<file path="config.mk">
export PLATFORM = sky130hd
export DESIGN_NAME = cc_cond_unit
export DESIGN_NICKNAME = d
export VERILOG_FILES = /design/src/rtl/cc_cond_unit.sv
export SDC_FILE = /design/constraint.sdc
export NUM_CORES = 1
export LEC_CHECK = 0
export BUFFER_PORTS_ARGS = -buffer_cell sky130_fd_sc_hd__buf_4
export CORE_MARGIN = 2
export CORE_UTILIZATION = 46
export CTS_CLUSTER_SIZE = 30
export DETAILED_ROUTE_END_ITERATION = 16
export PLACE_DENSITY = 0.84
export SLEW_MARGIN = 25
export SYNTH_ARGS = -nofsm -noshare
export SYNTH_HDL_FRONTEND = slang
export SYNTH_SLANG_ARGS = --single-unit
</file>
<file path="constraint.sdc">
create_clock -name clk -period 1.91 [get_ports clk]
set_input_delay 0.191 -clock clk [delete_from_list [all_inputs] [get_ports clk]]
set_output_delay 0.191 -clock clk [all_outputs]
set_load 0.02 [all_outputs]
</file>
<file path="src/rtl/cc_cond_unit.sv">
// Y86 execute-stage condition codes, jXX/cmovXX condition evaluation and the E/M pipeline register.
// CC and E/M state update one cycle after Execute; m_stall holds E/M and suppresses the CC update, m_bubble clears E/M.
module cc_cond_unit #(
    parameter int         WIDTH    = 64,
    parameter logic [2:0] CC_RESET = 3'b100
) (
    input  logic             clk,
    input  logic             rst_n,
    input  logic             e_valid,
    input  logic [3:0]       e_icode,
    input  logic [3:0]       e_ifun,
    input  logic [WIDTH-1:0] alu_out,
    input  logic             alu_ovf,
    input  logic             cc_block,
    input  logic             m_stall,
    input  logic             m_bubble,
    output logic [2:0]       cc,
    output logic             e_cnd,
    output logic             cond_err,
    output logic             M_valid,
    output logic             M_cnd,
    output logic [WIDTH-1:0] M_valE
);

    localparam logic [3:0] ICODE_CMOV = 4'd2;
    localparam logic [3:0] ICODE_OPQ  = 4'd6;
    localparam logic [3:0] ICODE_JXX  = 4'd7;

    logic [2:0]       cc_q, cc_d;
    logic             m_valid_q, m_valid_d;
    logic             m_cnd_q, m_cnd_d;
    logic [WIDTH-1:0] m_vale_q, m_vale_d;

    logic zf, sf, of, lt;
    logic uses_cnd, cnd_raw, set_cc;

    assign zf = cc_q[2];
    assign sf = cc_q[1];
    assign of = cc_q[0];
    assign lt = sf ^ of;

    // Condition comes only from the registered flags, never from this cycle's ALU result.
    always_comb begin
        uses_cnd = e_valid & ((e_icode == ICODE_CMOV) | (e_icode == ICODE_JXX));
        cnd_raw  = 1'b0;
        case (e_ifun)
            4'd0:    cnd_raw = 1'b1;
            4'd1:    cnd_raw = lt | zf;
            4'd2:    cnd_raw = lt;
            4'd3:    cnd_raw = zf;
            4'd4:    cnd_raw = ~zf;
            4'd5:    cnd_raw = ~lt;
            4'd6:    cnd_raw = ~lt & ~zf;
            default: cnd_raw = 1'b0;
        endcase
        e_cnd    = uses_cnd & cnd_raw;
        cond_err = uses_cnd & (e_ifun > 4'd6);
    end

    always_comb begin
        set_cc = e_valid & (e_icode == ICODE_OPQ) & ~cc_block & ~m_stall;
        cc_d   = cc_q;
        if (set_cc) begin
            cc_d = {(alu_out == '0), alu_out[WIDTH-1], alu_ovf};
        end
    end

    // Stall takes priority over bubble.
    always_comb begin
        m_valid_d = m_valid_q;
        m_cnd_d   = m_cnd_q;
        m_vale_d  = m_vale_q;
        if (!m_stall) begin
            if (m_bubble) begin
                m_valid_d = 1'b0;
                m_cnd_d   = 1'b0;
                m_vale_d  = '0;
            end else begin
                m_valid_d = e_valid;
                m_cnd_d   = e_cnd;
                m_vale_d  = alu_out;
            end
        end
    end

    always_ff @(posedge clk or negedge rst_n) begin
        if (!rst_n) begin
            cc_q      <= CC_RESET;
            m_valid_q <= 1'b0;
            m_cnd_q   <= 1'b0;
            m_vale_q  <= '0;
        end else begin
            cc_q      <= cc_d;
            m_valid_q <= m_valid_d;
            m_cnd_q   <= m_cnd_d;
            m_vale_q  <= m_vale_d;
        end
    end

    assign cc      = cc_q;
    assign M_valid = m_valid_q;
    assign M_cnd   = m_cnd_q;
    assign M_valE  = m_vale_q;

endmodule

</file>
==> results of run 1 <==
[placed cells by master, fill, tap and decap left out, types with 2 or more instances in the layout]
master      n
o21ai_0    63
nor2_1      2
clkbuf_8   11
a22o_1      3
nor4_1     16
buf_4     153
mux2_2      2
nand2b_1   63
nand2_1    67
clkinv_2    2
buf_12      2
nand4_1     4
dfrtp_1    68
[state kept, by name (all words and copies together) (netlist names)]
signal,cells
cc,3
M_valE,64
M_valid,1
M_cnd,1
[per-layer routing]
metal	part of all wire (%)	up-vias
li1	-	1385
met1	43	1269
met2	49	99
met5	0	-
met3	6.0	13
met4	2.2	0
[layout make-up]
type	instances	share of cell area [%]
tap	77	2.15
timing repair buffer	156	26.8
clock inverter	2	0.223
clock buffer	12	3.46
sequential	69	38.6
multi-input combinational	234	28.7
inverter	1	0.0838
[timing repair]
action | in CTS | in global routing
resized for setup | 0 | 1
endpoints found under the hold margin | 35 | 0
setup buffers | 2 | 0
hold buffers | 1 | 0
pin swaps | 1 | 0
gates cloned | 0 | 0
endpoints found under the setup margin | 1 | 1
[power groups by stage]
| stage | Clock [mW] | Sequential (mW) | Combinational [mW] |
|---|---|---|---|
| finish | 1.02 | 1.64 | 0.743 |
| CTS | 1.05 | 1.64 | 0.747 |
| global placement | 0 | 1.66 | 0.731 |
| floorplan | 0 | 1.80 | 0.190 |
| global route | 1.11 | 1.65 | 0.808 |
| detailed placement | 0 | 1.66 | 0.743 |
[metrics by stage]
stage	power [mW]	hold WS [ns]	instances	setup TNS [ns]	utilization, %
after floorplan	1.99	-0.105	325	0	-
after global placement	2.39	0.184	534	0	66.7
after detailed placement	2.41	0.187	534	0	66.7
after CTS	3.43	0.0774	551	-0.161	69.6
after global routing	3.58	0.0934	551	-0.218	69.7
final	3.40	0.0941	551	-0.130	69.7
[critical path: stages (launching register included)]
cell	delay, ns
dfstp_2	0.54
or2b_1	0.25
o221a_4	0.23
a2111oi_4	0.31
buf_4	0.20
[worst max-delay path by stage]
| stage | start | to | slack, ns | depth (start not counted) |
|---|---|---|---|---|
| detailed placement | cc[2]$_DFFE_PN1P_ | e_cnd | 0.12 | 4 |
| finish | cc[2]$_DFFE_PN1P_ | e_cnd | -0.13 | 4 |
| global route | cc[2]$_DFFE_PN1P_ | e_cnd | -0.22 | 4 |
| global placement | cc[2]$_DFFE_PN1P_ | e_cnd | 0.17 | 4 |
| CTS | cc[2]$_DFFE_PN1P_ | e_cnd | -0.16 | 4 |
| floorplan | cc[2]$_DFFE_PN1P_ | M_cnd$_DFFE_PN0N_ | 0.09 | 4 |
[logic make-up after synthesis]
group	after synthesis	share of synthesized area (%)
AO/OA/AOI/OAI	71	13.2
AND/OR/NAND/NOR	159	26.9
XOR/XNOR	2	0.567
buffers and inverters	22	2.67
flip-flops	69	55.9
multiplexers	2	0.729
==> results by group, run 1 <==
Run status
  – Outcome: finished, violations left
  – Violated checks: setup timing

Timing
  – RSZ-0062 raised after global routing: yes
  – Post-Route Skew: 0.00296 ns
  – Final Setup Violations: 1
  – Fmax: 490 MHz
  – Final Hold Viols: 0
  – Period utilization: 107%
  – Final WS setup: -0.130 ns
  – Fin. max-slew vios: 0
  – Final Critical Period: 2.04 ns
  – Slew HR: 67.3%
  – Slew at the pin closest to its max-slew limit: 0.490 ns

Clocking
  – Register clock-pin slew on the reported worst setup and hold paths: 0.07 ns
  – Worst skew pair latency: 0.32 ns
  – H-tree Lvls: 3
  – Clk buf depth: 2
  – CTS Sinks: 69
  – Cts bufs inserted: 9
  – Root Driver: clkbuf_8
  – CTS tree: yes

Placement
  – GPL Wtd Cong: 0.856
  – Post-place setup slack: 0.124 ns
  – Post-DP Area: 0.00428 mm²
  – DP HPWL: 6060 µm
  – IO buf count: 149

Critical path
  – Reg2reg setup slack: 0.26 ns
  – Crit-path max FO: 3
  – Setup CP Type: flip-flop to primary output
  – Worst r2r path cells: 5
  – Worst flop-to-flop path endpoint: M_cnd$_DFFE_PN0N_
  – Worst setup EP type: primary output
  – RR Startpoint: cc[2]$_DFFE_PN1P_
  – Startpoint Class: flip-flop
  – Critical Path RT: 1.72 ns
  – Arrival @ worst endpoint: 1.85 ns

Yosys
  – Synth unique cells: 26
  – Most frequent cell after synthesis: dfrtp_1
  – Synth area leader: dfrtp_1
  – Synth warnings: 0
  – Largest cells by area after synthesis: dfrtp_1, nand2b_1, o21ai_0, nand2_1, nor4_1
  – Avg Cell Area, Syn: 9.51 µm²
  – Synthesized area: 0.00309 mm²
  – Post-Syn Instances: 325
  – Fraction of registers with async set/reset: 100%
  – Synthesized flop and latch total: 69
  – EDFF count, synth: 0
  – Commonest cells in the netlist: dfrtp_1, nand2_1, nand2b_1, o21ai_0, clkbuf_1
  – Seq/Total Area, Yosys: 55.9%
  – Share of the synthesized area in the top cell type: 55.1%
  – Syn nets: 404
  – Post-synth top flop: dfrtp_1

Layout
  – FILL cells: 540
  – Layout cells sized above 1: 36.7%
  – Layout area overhead: 44.9%
  – NumNets Final: 550
  – Diode count: 0
  – Multi-input logic area: 0.00129 mm²
  – Register area: 0.00173 mm²
  – Fin area: 0.00448 mm²

Global routing
  – Initial antenna violation count: 0
  – Met3 usage: 4.43%
  – Vias in the first global route: 2743
  – GRT met1 Usage: 30.3%
  – Grt peak-use layer: met2
  – Largest net degree at the start of global routing: 91
  – Gr ovfl total: 0
  – Total GRT Usage: 22.8%
  – Met2 Use GR: 36.3%
  – First-pass GRT wire length: 13200 µm

Detailed routing
  – Post-DRT Antenna Nets: 0
  – Drt pass-1 iters: 5
  – DR DRC count: 0
  – Routed via count: 2766
  – 1st-iter DRT viols: 101
  – Vias per cell: 5.02
  – Drt total wl: 8290 µm
  – Routed wire per std cell: 15.1 µm

Run
  – Max-cap viol count: 0

Power
  – Leakage: 2.16 nW
  – Internal: 2.45 mW
  – Net Sw Frac: 28.1%
  – Pwr dens: 760 mW/mm²
  – Comb pwr share: 21.8%
  – Max IR drop VDD: 0.413 mV
  – Clk pwr share: 30.0%
  – NetSw: 0.957 mW
  – Flop pwr share: 48.2%

Die
  – Die Wd: 86.0 µm
  – Ports: 150
  – Std cell rows: 29
  – Core area: 0.00642 mm²
  – Initial Util: 48.1%
  – Die Ht: 86.0 µm
  – Die footprint: 0.00739 mm²

Hold path
  – Min-Delay Endpoint: cc[0]$_DFFE_PN0P_
  – Min-delay worst type: input pin to flip-flop
  – Hold path cells: 2
  – Hold_sp: alu_ovf
(Power assumes the default switching activity.)
==> run 2: changes to the inputs <==
--- a/config.mk
+++ b/config.mk
@@ -11,6 +11,7 @@
 export CTS_CLUSTER_SIZE = 30
 export DETAILED_ROUTE_END_ITERATION = 16
 export PLACE_DENSITY = 0.84
+export SETUP_SLACK_MARGIN = 0.4
 export SLEW_MARGIN = 25
 export SYNTH_ARGS = -nofsm -noshare
 export SYNTH_HDL_FRONTEND = slang
==> run 2 against run 1 <==
Against the previous run: the flow still finishes with violations (setup timing); critical path depth did not move; via count rose by 1.1%; critical path type unchanged; critical endpoint unchanged; global-route usage rose by 0.058 points; core utilization did not move; fmax fell by 0.70%; power rose by 1.9%; highest routed layer unchanged.
==> results by group, run 2 (same netlist as run 1, synthesis figures left out) <==
Detailed routing
  – DR DRC count: 0 (unchanged)
  – 1st-iter DRT viols: 111 (+9.9%)
  – Post-DRT Antenna Nets: 0 (unchanged)
  – Routed via count: 2796 (+1.1%)
  – Vias per cell: 5.07 (+0.90%)
  – Routed wire per std cell: 15.2 µm (+0.79%)
  – Drt pass-1 iters: 4 (-1)
  – Drt total wl: 8380 µm (+0.98%)

Layout
  – Fin util: 69.7% (unchanged)
  – Max FFs per register: 64 (unchanged)
  – Final Non-Filler Cells: 552 (+0.18%)
  – Layout cells sized above 1: 37.1% (+0.34 points)
  – Layout area overhead: 44.9% (unchanged)
  – Most frequent cells in the layout: buf_4, dfrtp_1, nand2_1
  – Commonest non-fill, non-tap cell in the layout: buf_4
  – Fin area: 0.00448 mm² (unchanged)
  – Diode count: 0 (unchanged)
  – FILL cells: 537 (-0.56%)
  – NumNets Final: 549 (-0.18%)

Die
  – Initial Util: 48.1% (unchanged)
  – Std cell rows: 29 (unchanged)
  – Die Ht: 86.0 µm (unchanged)
  – Die Wd: 86.0 µm (unchanged)
  – Ports: 150 (unchanged)
  – Core area: 0.00642 mm² (unchanged)
  – Die footprint: 0.00739 mm² (unchanged)

Timing
  – Slew HR: 43.3% (-24 points)
  – RSZ-0062 raised after global routing: yes
  – Period utilization: 108% (+0.75 points)
  – Fin. max-slew vios: 0 (unchanged)
  – Fmax: 487 MHz (-0.70%)
  – Final WS setup: -0.144 ns (-0.0144 ns)
  – Slew at the pin closest to its max-slew limit: 0.851 ns (+0.361 ns)
  – Final Setup Violations: 1 (unchanged)
  – Post-Route Skew: 0.00566 ns (+0.00270 ns)
  – Final Hold Viols: 0 (unchanged)
  – Fin Setup TNS: -0.144 ns (-0.0144 ns)
  – Hold slack: 0.0948 ns (+0.000666 ns)
  – Final Critical Period: 2.05 ns (+0.0144 ns)

Placement
  – Post-DP Area: 0.00426 mm² (-0.47%)
  – Dpl cells: 533 (-0.19%)
  – DP HPWL: 6130 µm (+1.2%)
  – Post-place setup slack: 0.173 ns (+0.0488 ns)
  – IO buf count: 149 (unchanged)
  – GPL Wtd Cong: 0.899 (+5.0%)

Critical path
  – Setup CP Type: flip-flop to primary output
  – RR Startpoint: cc[2]$_DFFE_PN1P_
  – Family with the most delay on the worst path: flip-flops
  – Worst setup EP type: primary output
  – CP cell instances: or2b_1 -> o221a_4 -> a2111oi_4 -> buf_4
  – Slowest cell on the critical path: dfstp_2
  – Reg2reg setup slack: 0.26 ns (about the same)
  – Worst path max stage delay: 0.54 ns (about the same)
  – Arrival @ worst endpoint: 1.86 ns (about the same)
  – Worst r2r path cells: 5 (unchanged)
  – Worst flop-to-flop path endpoint: M_cnd$_DFFE_PN0N_
  – Crit-path max FO: 3 (unchanged)
  – Startpoint Class: flip-flop
  – Critical Path RT: 1.72 ns (about the same)
  – Crit path buffers/inverters: 1 (unchanged)

Power
  – Pwr dens: 774 mW/mm² (+1.9%)
  – Flop pwr share: 47.3% (-0.9 points)
  – Pwr Total: 3.47 mW (+1.9%)
  – Comb pwr share: 21.3% (-0.5 points)
  – Clk pwr share: 31.3% (+1.3 points)
  – NetSw: 1.01 mW (+5.5%)
  – Max IR drop VDD: 0.499 mV (+21%)
  – Internal: 2.46 mW (+0.51%)
  – Net Sw Frac: 29.1% (+0.98 points)
  – Leakage: 2.15 nW (-0.27%)

Hold path
  – Min-delay worst type: input pin to flip-flop
  – Hold path cells: 2 (unchanged)
  – Hold_sp: alu_out[61]
  – Min-Delay Endpoint: M_valE[61]$_DFFE_PN0N_

Run status
  – Outcome: finished, violations left
  – Violated checks: setup timing

Global routing
  – Vias in the first global route: 2798 (+2.0%)
  – First-pass GRT wire length: 13300 µm (+0.78%)
  – Initial antenna violation count: 0 (unchanged)
  – Total GRT Usage: 22.9% (+0.058 points)
  – Largest net degree at the start of global routing: 79 (-13%)
  – Gr ovfl total: 0 (unchanged)

Clocking
  – Worst skew pair latency: 0.33 ns (about the same)
  – H-tree Lvls: 3 (unchanged)
  – Cts bufs inserted: 9 (unchanged)
  – Register clock-pin slew on the reported worst setup and hold paths: 0.07 ns (about the same)
  – Root Driver: clkbuf_8
  – CTS tree: yes
  – Clk buf depth: 2 (unchanged)
  – CTS Sinks: 69 (unchanged)

Run
  – Max-cap viol count: 0 (unchanged)
## run 2: cell count changes in the layout (fill, tap and decap cells not counted), sizes merged
cell,before,now
inv,1,2
clkinvlp,0,2
clkbuf,12,11
buf,155,154
## run 2: routing by layer
layer | track usage (%) | wire (µm)
met1 | 29.3 | 3530
met2 | 38.3 | 4110
met3 | 4.62 | 535
met4 | 8.66 | 194
met5 | 0 | 0
## run 2: worst reg2reg max path, delay by kind of cell, from the launching register on
family	cells	cell delay, ns
buf+inv	1	0.16
flops	1	0.54
compound gates	3	0.64
simple gates	1	0.25
## run 2: timing repair
action                     4_1_cts  5_1_grt
setup endpoints to repair        2        2
buffers inserted                 2        0
hold buffers                     1        0
gates resized for setup          1        0
pin swaps                        1        0
hold endpoints to repair         7        0
## run 2: worst max path at each step
stage	start	to	slack [ns]	cells past startpoint
final	cc[2]$_DFFE_PN1P_	e_cnd	-0.14	4
after floorplan	cc[2]$_DFFE_PN1P_	M_cnd$_DFFE_PN0N_	0.14	4
after CTS	cc[2]$_DFFE_PN1P_	e_cnd	-0.15	4
after detailed placement	alu_out[54]	cc[2]$_DFFE_PN1P_	0.17	6
after global placement	alu_out[54]	cc[2]$_DFFE_PN1P_	0.20	6
after global routing	cc[2]$_DFFE_PN1P_	e_cnd	-0.21	4
## run 2: area by class of cell
class	instances	area (µm²)	share of cell area, %
clock buffer	11	151	3.38
tap	77	96.3	2.15
timing repair buffer	155	1180	26.3
clock inverter	5	33.8	0.754
multi-input combinational	234	1290	28.7
inverter	1	3.75	0.0838
sequential	69	1730	38.6
## run 2: power by group through the flow
stage                     clock [mW]  sequential, mW  combinational (mW)
after global placement             0            1.66               0.725
final                           1.09            1.64               0.740
after floorplan                    0            1.80               0.190
after global routing            1.20            1.65               0.801
after CTS                       1.12            1.64               0.748
after detailed placement           0            1.66               0.742
